==> src/rtl/decode_stage.sv <==
// DLX decode stage: field extraction, immediate extension and an elastic ID/EX register.
// Optional load-use interlock is enabled by defining DECODE_LOAD_STALL_EN.
module decode_stage (
  input  logic        clk,
  input  logic        reset,
  input  logic        in_valid,
  output logic        in_ready,
  input  logic [31:0] in_instr,
  input  logic [31:0] in_pc,
  output logic [4:0]  rs1,
  output logic [4:0]  rs2,
  output logic [4:0]  rs3,
  input  logic [31:0] s1,
  input  logic [31:0] s2,
  input  logic [31:0] s3,
  output logic        out_valid,
  input  logic        out_ready,
  output logic [31:0] out_a,
  output logic [31:0] out_b,
  output logic [31:0] out_c,
  output logic [31:0] out_imm,
  output logic [4:0]  out_rd,
  output logic [5:0]  out_opcode,
  output logic [5:0]  out_func,
  output logic        out_is_load,
  output logic        out_is_store,
  output logic [31:0] out_pc,
  output logic [15:0] stall_cnt
);

  localparam logic [5:0] OP_RTYPE = 6'h00;
  localparam logic [5:0] OP_J     = 6'h02;
  localparam logic [5:0] OP_JAL   = 6'h03;
  localparam logic [5:0] OP_JALR  = 6'h13;

  logic [5:0]  opcode;
  logic [4:0]  rd;
  logic [31:0] imm;
  logic        is_load;
  logic        is_store;
  logic        hazard;
  logic        advance;
  logic        fire;

  assign opcode = in_instr[31:26];

  // NOTE: every output gets a default first so no path leaves a value unassigned (no latches).
  always_comb begin
    rs1      = in_instr[25:21];
    rs2      = 5'd0;
    rs3      = 5'd0;
    rd       = in_instr[20:16];
    is_load  = 1'b0;
    is_store = 1'b0;
    if (opcode inside {6'h0C, 6'h0D, 6'h0E, 6'h0F})
      imm = {16'd0, in_instr[15:0]};
    else
      imm = {{16{in_instr[15]}}, in_instr[15:0]};

    unique case (opcode) inside
      OP_RTYPE: begin
        rs2 = in_instr[20:16];
        rd  = in_instr[15:11];
      end
      OP_J, OP_JAL: begin
        rs1 = 5'd0;
        rd  = (opcode == OP_JAL) ? 5'd31 : 5'd0;
        imm = {{6{in_instr[25]}}, in_instr[25:0]};
      end
      [6'h28:6'h2B]: begin
        rs3      = in_instr[20:16];
        rd       = 5'd0;
        is_store = 1'b1;
      end
      6'h04, 6'h05, 6'h12, OP_JALR: begin
        rd = (opcode == OP_JALR) ? 5'd31 : 5'd0;
      end
      default: begin
        is_load = (opcode inside {[6'h20:6'h25]});
      end
    endcase
  end

`ifdef DECODE_LOAD_STALL_EN
  // out_rd != 0 already guarantees that a zero rs field can never match.
  assign hazard = in_valid & out_valid & out_is_load & (out_rd != 5'd0) &
                  ((out_rd == rs1) | (out_rd == rs2) | (out_rd == rs3));
`else
  assign hazard = 1'b0;
`endif

  assign advance  = ~out_valid | out_ready;
  assign in_ready = advance & ~hazard;
  assign fire     = in_valid & in_ready;

  // NOTE: sequential state uses non-blocking assignments so all flops update from pre-edge values.
  always_ff @(posedge clk) begin
    if (reset) begin
      out_valid    <= 1'b0;
      out_a        <= '0;
      out_b        <= '0;
      out_c        <= '0;
      out_imm      <= '0;
      out_rd       <= '0;
      out_opcode   <= '0;
      out_func     <= '0;
      out_is_load  <= 1'b0;
      out_is_store <= 1'b0;
      out_pc       <= '0;
    end else if (fire) begin
      out_valid    <= 1'b1;
      out_a        <= s1;
      out_b        <= s2;
      out_c        <= s3;
      out_imm      <= imm;
      out_rd       <= rd;
      out_opcode   <= opcode;
      out_func     <= in_instr[5:0];
      out_is_load  <= is_load;
      out_is_store <= is_store;
      out_pc       <= in_pc;
    end else if (advance) begin
      out_valid    <= 1'b0;
    end
  end

  always_ff @(posedge clk) begin
    if (reset)
      stall_cnt <= '0;
    else if (hazard & out_ready & in_valid & (stall_cnt != 16'hFFFF))
      stall_cnt <= stall_cnt + 16'd1;
  end

endmodule

==> config.mk <==
export PLATFORM = sky130hd
export DESIGN_NAME = decode_stage
export DESIGN_NICKNAME = d
export VERILOG_FILES = /design/src/rtl/decode_stage.sv
export SDC_FILE = /design/constraint.sdc
export NUM_CORES = 1
export LEC_CHECK = 0
export CAP_MARGIN = 10
export CORE_MARGIN = 5
export CORE_UTILIZATION = 25
export CTS_BUF_LIST = sky130_fd_sc_hd__clkbuf_8
export CTS_CLUSTER_SIZE = 8
export DETAILED_ROUTE_END_ITERATION = 8
export MAX_ROUTING_LAYER = met4
export PLACE_DENSITY = 0.55
export SYNTH_ARGS = -nofsm -noshare
export SYNTH_HDL_FRONTEND = slang
export SYNTH_SLANG_ARGS = --single-unit
==> constraint.sdc <==
create_clock -name clk -period 1.8 [get_ports clk]
set_input_delay 0.27 -clock clk [delete_from_list [all_inputs] [get_ports clk]]
set_output_delay 0.27 -clock clk [all_outputs]
set_load 0.01 [all_outputs]
* Yosys cells after proc, flatten, opt, wreduce, memory -nomap -nowiden
Index checks and enable logic that the tools add are counted.
** Storage, ports and cells
- Input bits :: 164
- Flip-flop bits (word level) :: 180
- Word-level logic and storage cells :: 48
- Output and inout port bits :: 212
** Cells by class
- Magnitude comparators :: 4
- Equality and inequality tests :: 10
- Bitwise operators :: 3
- Muxes and demuxes :: 12
- Reduce and logical (&&, ||, !) cells :: 8
** Operator list (number)
- two-way mux 32 bit :: 2
- two-way mux 5 bit :: 5
- equality test 6 x 4 -> 1 bit, second input constant :: 4
- one-hot mux 5 bit (4 select lines) :: 1
- equality test 6 x 2 -> 1 bit, second input constant :: 2
- equality test 6 x 3 -> 1 bit, second input constant :: 2
- equality test 6 x 5 -> 1 bit, second input constant :: 2
- >= comparator 6 bit, second input constant :: 2
- <= comparator 6 bit, second input constant :: 2
- OR reduction 8 bit :: 1
- zero test 6 bit :: 1
- two-way mux 1 bit :: 4
- nonzero test 4 bit :: 1
- OR reduction 4 bit :: 1
- logical AND 1 bit :: 2
- nonzero test 2 bit :: 1
- OR reduction 2 bit :: 1
- AND 1 bit :: 1
- inverter 1 bit :: 1
- bitwise OR 1 bit :: 1

* Logic depth before layout (Yosys ltp)
- Depth in word-level cells :: 4
- Gate-level depth with buffers :: 7
- Gate-level depth less buffers :: 4

* Worst setup path after synthesis
OpenSTA, ideal clock, no wires.
- Kind :: register -> register
- Start point :: register out_valid
- End point :: register out_a[10]
- Arrival :: 1.452 ns
- Setup time :: 0.070 ns
- Clock period less this slack :: 1.523 ns
- Cell stages (with the launch flop) :: 7
- Required time :: 1.730 ns
- Path slack :: 0.277 ns
- Buffers on the path :: 2
- Cell sequence :: dfxtp_1 -> nand2b_1 -> nand2_1 -> clkbuf_1 -> clkbuf_1 -> nand2_1 -> a21oi_1
** On the way
- Word-level cells in the longest chain between the ends :: 3
** RTL lines
- start: declaration :: RTL line 16 : output logic out_valid,
- start signal: assignment :: RTL line 99 : out_valid <= 1'b0;
- start signal: assignment :: RTL line 111 : out_valid <= 1'b1;
- start signal: assignment :: RTL line 123 : out_valid <= 1'b0;
- inverter 1 bit :: RTL line 92 : assign advance = ~out_valid | out_ready;
- bitwise OR 1 bit :: RTL line 92
- net in_ready :: RTL line 7 : output logic in_ready,
- AND 1 bit :: RTL line 94 : assign fire = in_valid & in_ready;
- end signal: assignment :: RTL line 100 : out_a <= '0;
- end signal: assignment :: RTL line 112 : out_a <= s1;
- end: declaration :: RTL line 18 : output logic [31:0] out_a,
The timed path passes the listed nets, and every way through them passes these cells.
A chain may end at the register's enable or synchronous reset.

* Worst setup path in the final report
- Start point :: input in_instr[31]
- End point :: output rs2[4]
** On the way
- Word-level cells in the longest chain between the ends :: 2
** RTL lines
- start: declaration :: RTL line 8 : input logic [31:0] in_instr,
- zero test 6 bit (no line)
- two-way mux 5 bit :: RTL line 60 : unique case (opcode) inside
- end: declaration :: RTL line 11 : output logic [4:0] rs2,
Every way passes these cells.

==> results.toml <==
[timing]
setup_violations = 0
fin_crit_ns = 1.743
setup_tns_ns = 0
rsz0062_at_grt = "no"
final.setup_skew_ns = 0.02400
drv_slew = 0
timing.slew.headroom = 0.6392
period_share = 0.9683
worst_pin_slew_ns = 0.5387
max_freq_ghz = 0.5737
hold_violations = 0

[clock_tree]
h-tree-depth = 4
cts_made_buffers = 17
clock_path_buffers = 2
cts_root_buffer = "clkbuf_8"
path_clk_slew_ns = 0.10
clkLatencyLatePin_ns = 0.45
numClockSinks = 168
cts_tree = "yes"

[drt]
wl_per_cell_um = 15.49
wl_mm = 23.45
firstDrtPassIters = 6
remaining_drc_errors = 0
ant_nets = 0
drtIter0Drc = 285
drt-vias-per-instance = 4.303
vias = 6515

[synthesis]
synth-seq-area-share = 0.5367
yosysWarnings = 0
synth_cell_types = 29
synth_ff_type = "dfxtp_1"
synthTopCellsByCount = "nand2_1 (318), dfxtp_1 (168), a21oi_1 (153)"
ys_top_cells_by_area = "dfxtp_1 (54%), nand2_1 (19%), a21oi_1 (12%)"
synthArstFlopShare = 0
synth_top_cell_by_area = "dfxtp_1"
syn_area_sq_mm = 0.006266
synth_top_area_share = 0.5367
syn_avg_cell_area_sq_um = 7.872
synth-edff-count = 0
syn_inst = 796
synth.most_common_cell = "nand2_1"
synth_seq_cells = 168

[floorplan]
die_h_um = 168.3
die_width_um = 168.3
rows = 58
core_sq_mm = 0.02496
ios = 376
die_area_sq_mm = 0.02833
start_util = 0.2510

[global_route]
grt_max_degree = 53
grt_pass1_vias = 6330
grt-ovfl-total = 0
grt_util_all_layers = 0.1629
grt_pass1_wl_mm = 35.60
antenna_found_initial = 0

[setup_path]
end_kind = "primary output"
startpoint_type = "primary input"
crit_path_max_fanout = 4
crit_type = "primary input to primary output"
cp_data_required_time_ns = 1.53
ff2ff_setup_slack_ns = 0.45
crit_arrival_ns = 1.47

[placed_design]
place.gp.congestion = 0.8116
hpwl_mm = 17.41
portBuffers = 359
dpl_cell_area_sq_mm = 0.01057

[final_layout]
multi_input_area_sq_mm = 0.002517
fillers = 2536
drive_gt1_frac = 0.1056
design_area_sq_mm = 0.01099
fin_util = 0.4402
layout.area.seq_sq_mm = 0.003364
diodes = 0
area_delta_synth_final_pct = 75.38
fin_nets = 1335

[power]
power.density_mw_per_mm2 = 785.2
cellLeakagePower_nw = 4.242
ir_drop_mv = 0.4512
total_power_mw = 8.629

[hold_path]
hp-class = "primary input to flip-flop"

[outcome]
status = "complete, no violations"

[flow_run]
drv_cap = 0
==> worst paths after layout <==
path	startpoint	end	depth (start not counted)
setup / recovery	in_instr[31]	rs2[4]	6
setup reg to reg	out_valid$_SDFFE_PP0P_	out_rd[3]$_SDFFE_PP0P_	4
hold / removal	in_instr[29]	out_opcode[3]$_SDFFE_PP0P_	4
hold reg to reg	out_b[21]$_SDFFE_PP0P_	out_b[21]$_SDFFE_PP0P_	2
==> registers in the layout (all words and copies together) (netlist names) <==
signal	count
out_valid	1
out_c	32
out_rd	5
out_is_load	1
out_b	32
out_pc	32
out_a	32
out_is_store	1
out_imm	26
out_opcode	6
==> critical path: stages <==
cell	delay, ns
buf_6	0.10
or4_4	0.53
nor3_4	0.15
buf_4	0.16
and2_4	0.14
buf_2	0.12
==> layer usage <==
metal	share of wire	wire length (um)	vias up	GRT usage
li1	-	-	3274	-
met2	0.48	11160	239	0.2615
met5	0	0	-	-
met4	0.018	433	0	0.04658
met3	0.074	1726	21	0.04860
met1	0.43	10130	2981	0.1993
==> placed cells by master (no fill, tap or decap), types with 2 or more instances in the layout <==
| cell type | n |
|---|---|
| a211oi_1 | 10 |
| a21oi_1 | 153 |
| a311oi_1 | 5 |
| and2_1 | 5 |
| and2_4 | 7 |
| buf_12 | 19 |
| buf_2 | 6 |
| buf_4 | 48 |
| buf_6 | 3 |
| clkbuf_8 | 18 |
| clkdlybuf4s50_1 | 338 |
| conb_1 | 16 |
| dfxtp_1 | 167 |
| dlygate4sd2_1 | 10 |
| inv_1 | 2 |
| inv_6 | 6 |
| inv_8 | 4 |
| nand2_1 | 317 |
| nor2_1 | 18 |
| nor2b_1 | 6 |
| o311ai_0 | 5 |
==> report_power, final <==
group / internal (mW) / switching, mW / total [mW]
Clock: 1.20 / 1.59 / 2.79
Combinational: 1.02 / 0.757 / 1.78
Sequential: 3.94 / 0.115 / 4.06
Total: 6.16 / 2.47 / 8.63
==> kinds of logic after synthesis <==
| kind of cell | synth area share |
|---|---|
| and+or+nand+nor | 0.2318 |
| AOI/OAI and AO/OA | 0.1528 |
| DFF | 0.5367 |
| buffers and inverters | 0.07648 |
| muxes | 0.001598 |
| other | 0.0005985 |
==> stage by stage <==
step	instances	setup WS, ns	hold WS [ns]
after floorplan	811	0.2772	0.3995
after global placement	1477	-0.7131	0.4407
after detailed placement	1477	-0.7205	0.4454
after CTS	1513	-0.02977	0.1650
after global routing	1514	0.003550	0.1878
final	1514	0.05697	0.2194
==> cell type report <==
type                            count  area share
Sequential cell                   168      0.3062
Clock buffer                       18     0.02254
Multi-Input combinational cell    556      0.2291
Timing Repair Buffer              426      0.3904
Inverter                            2   0.0006831
Tap cell                          330     0.03757
Clock inverter                     14     0.01355
==> timing repair <==
| item | 4_1_cts | 5_1_grt |
|---|---|---|
| endpoints found under the hold margin | 0 | 0 |
| buffers inserted | 4 | 1 |
| pin swaps | 3 | 1 |
| setup endpoints to repair | 28 | 3 |
| gates resized for setup | 60 | 2 |
| hold buffers | 0 | 0 |
Note: power is estimated with default switching activity, not from simulation.
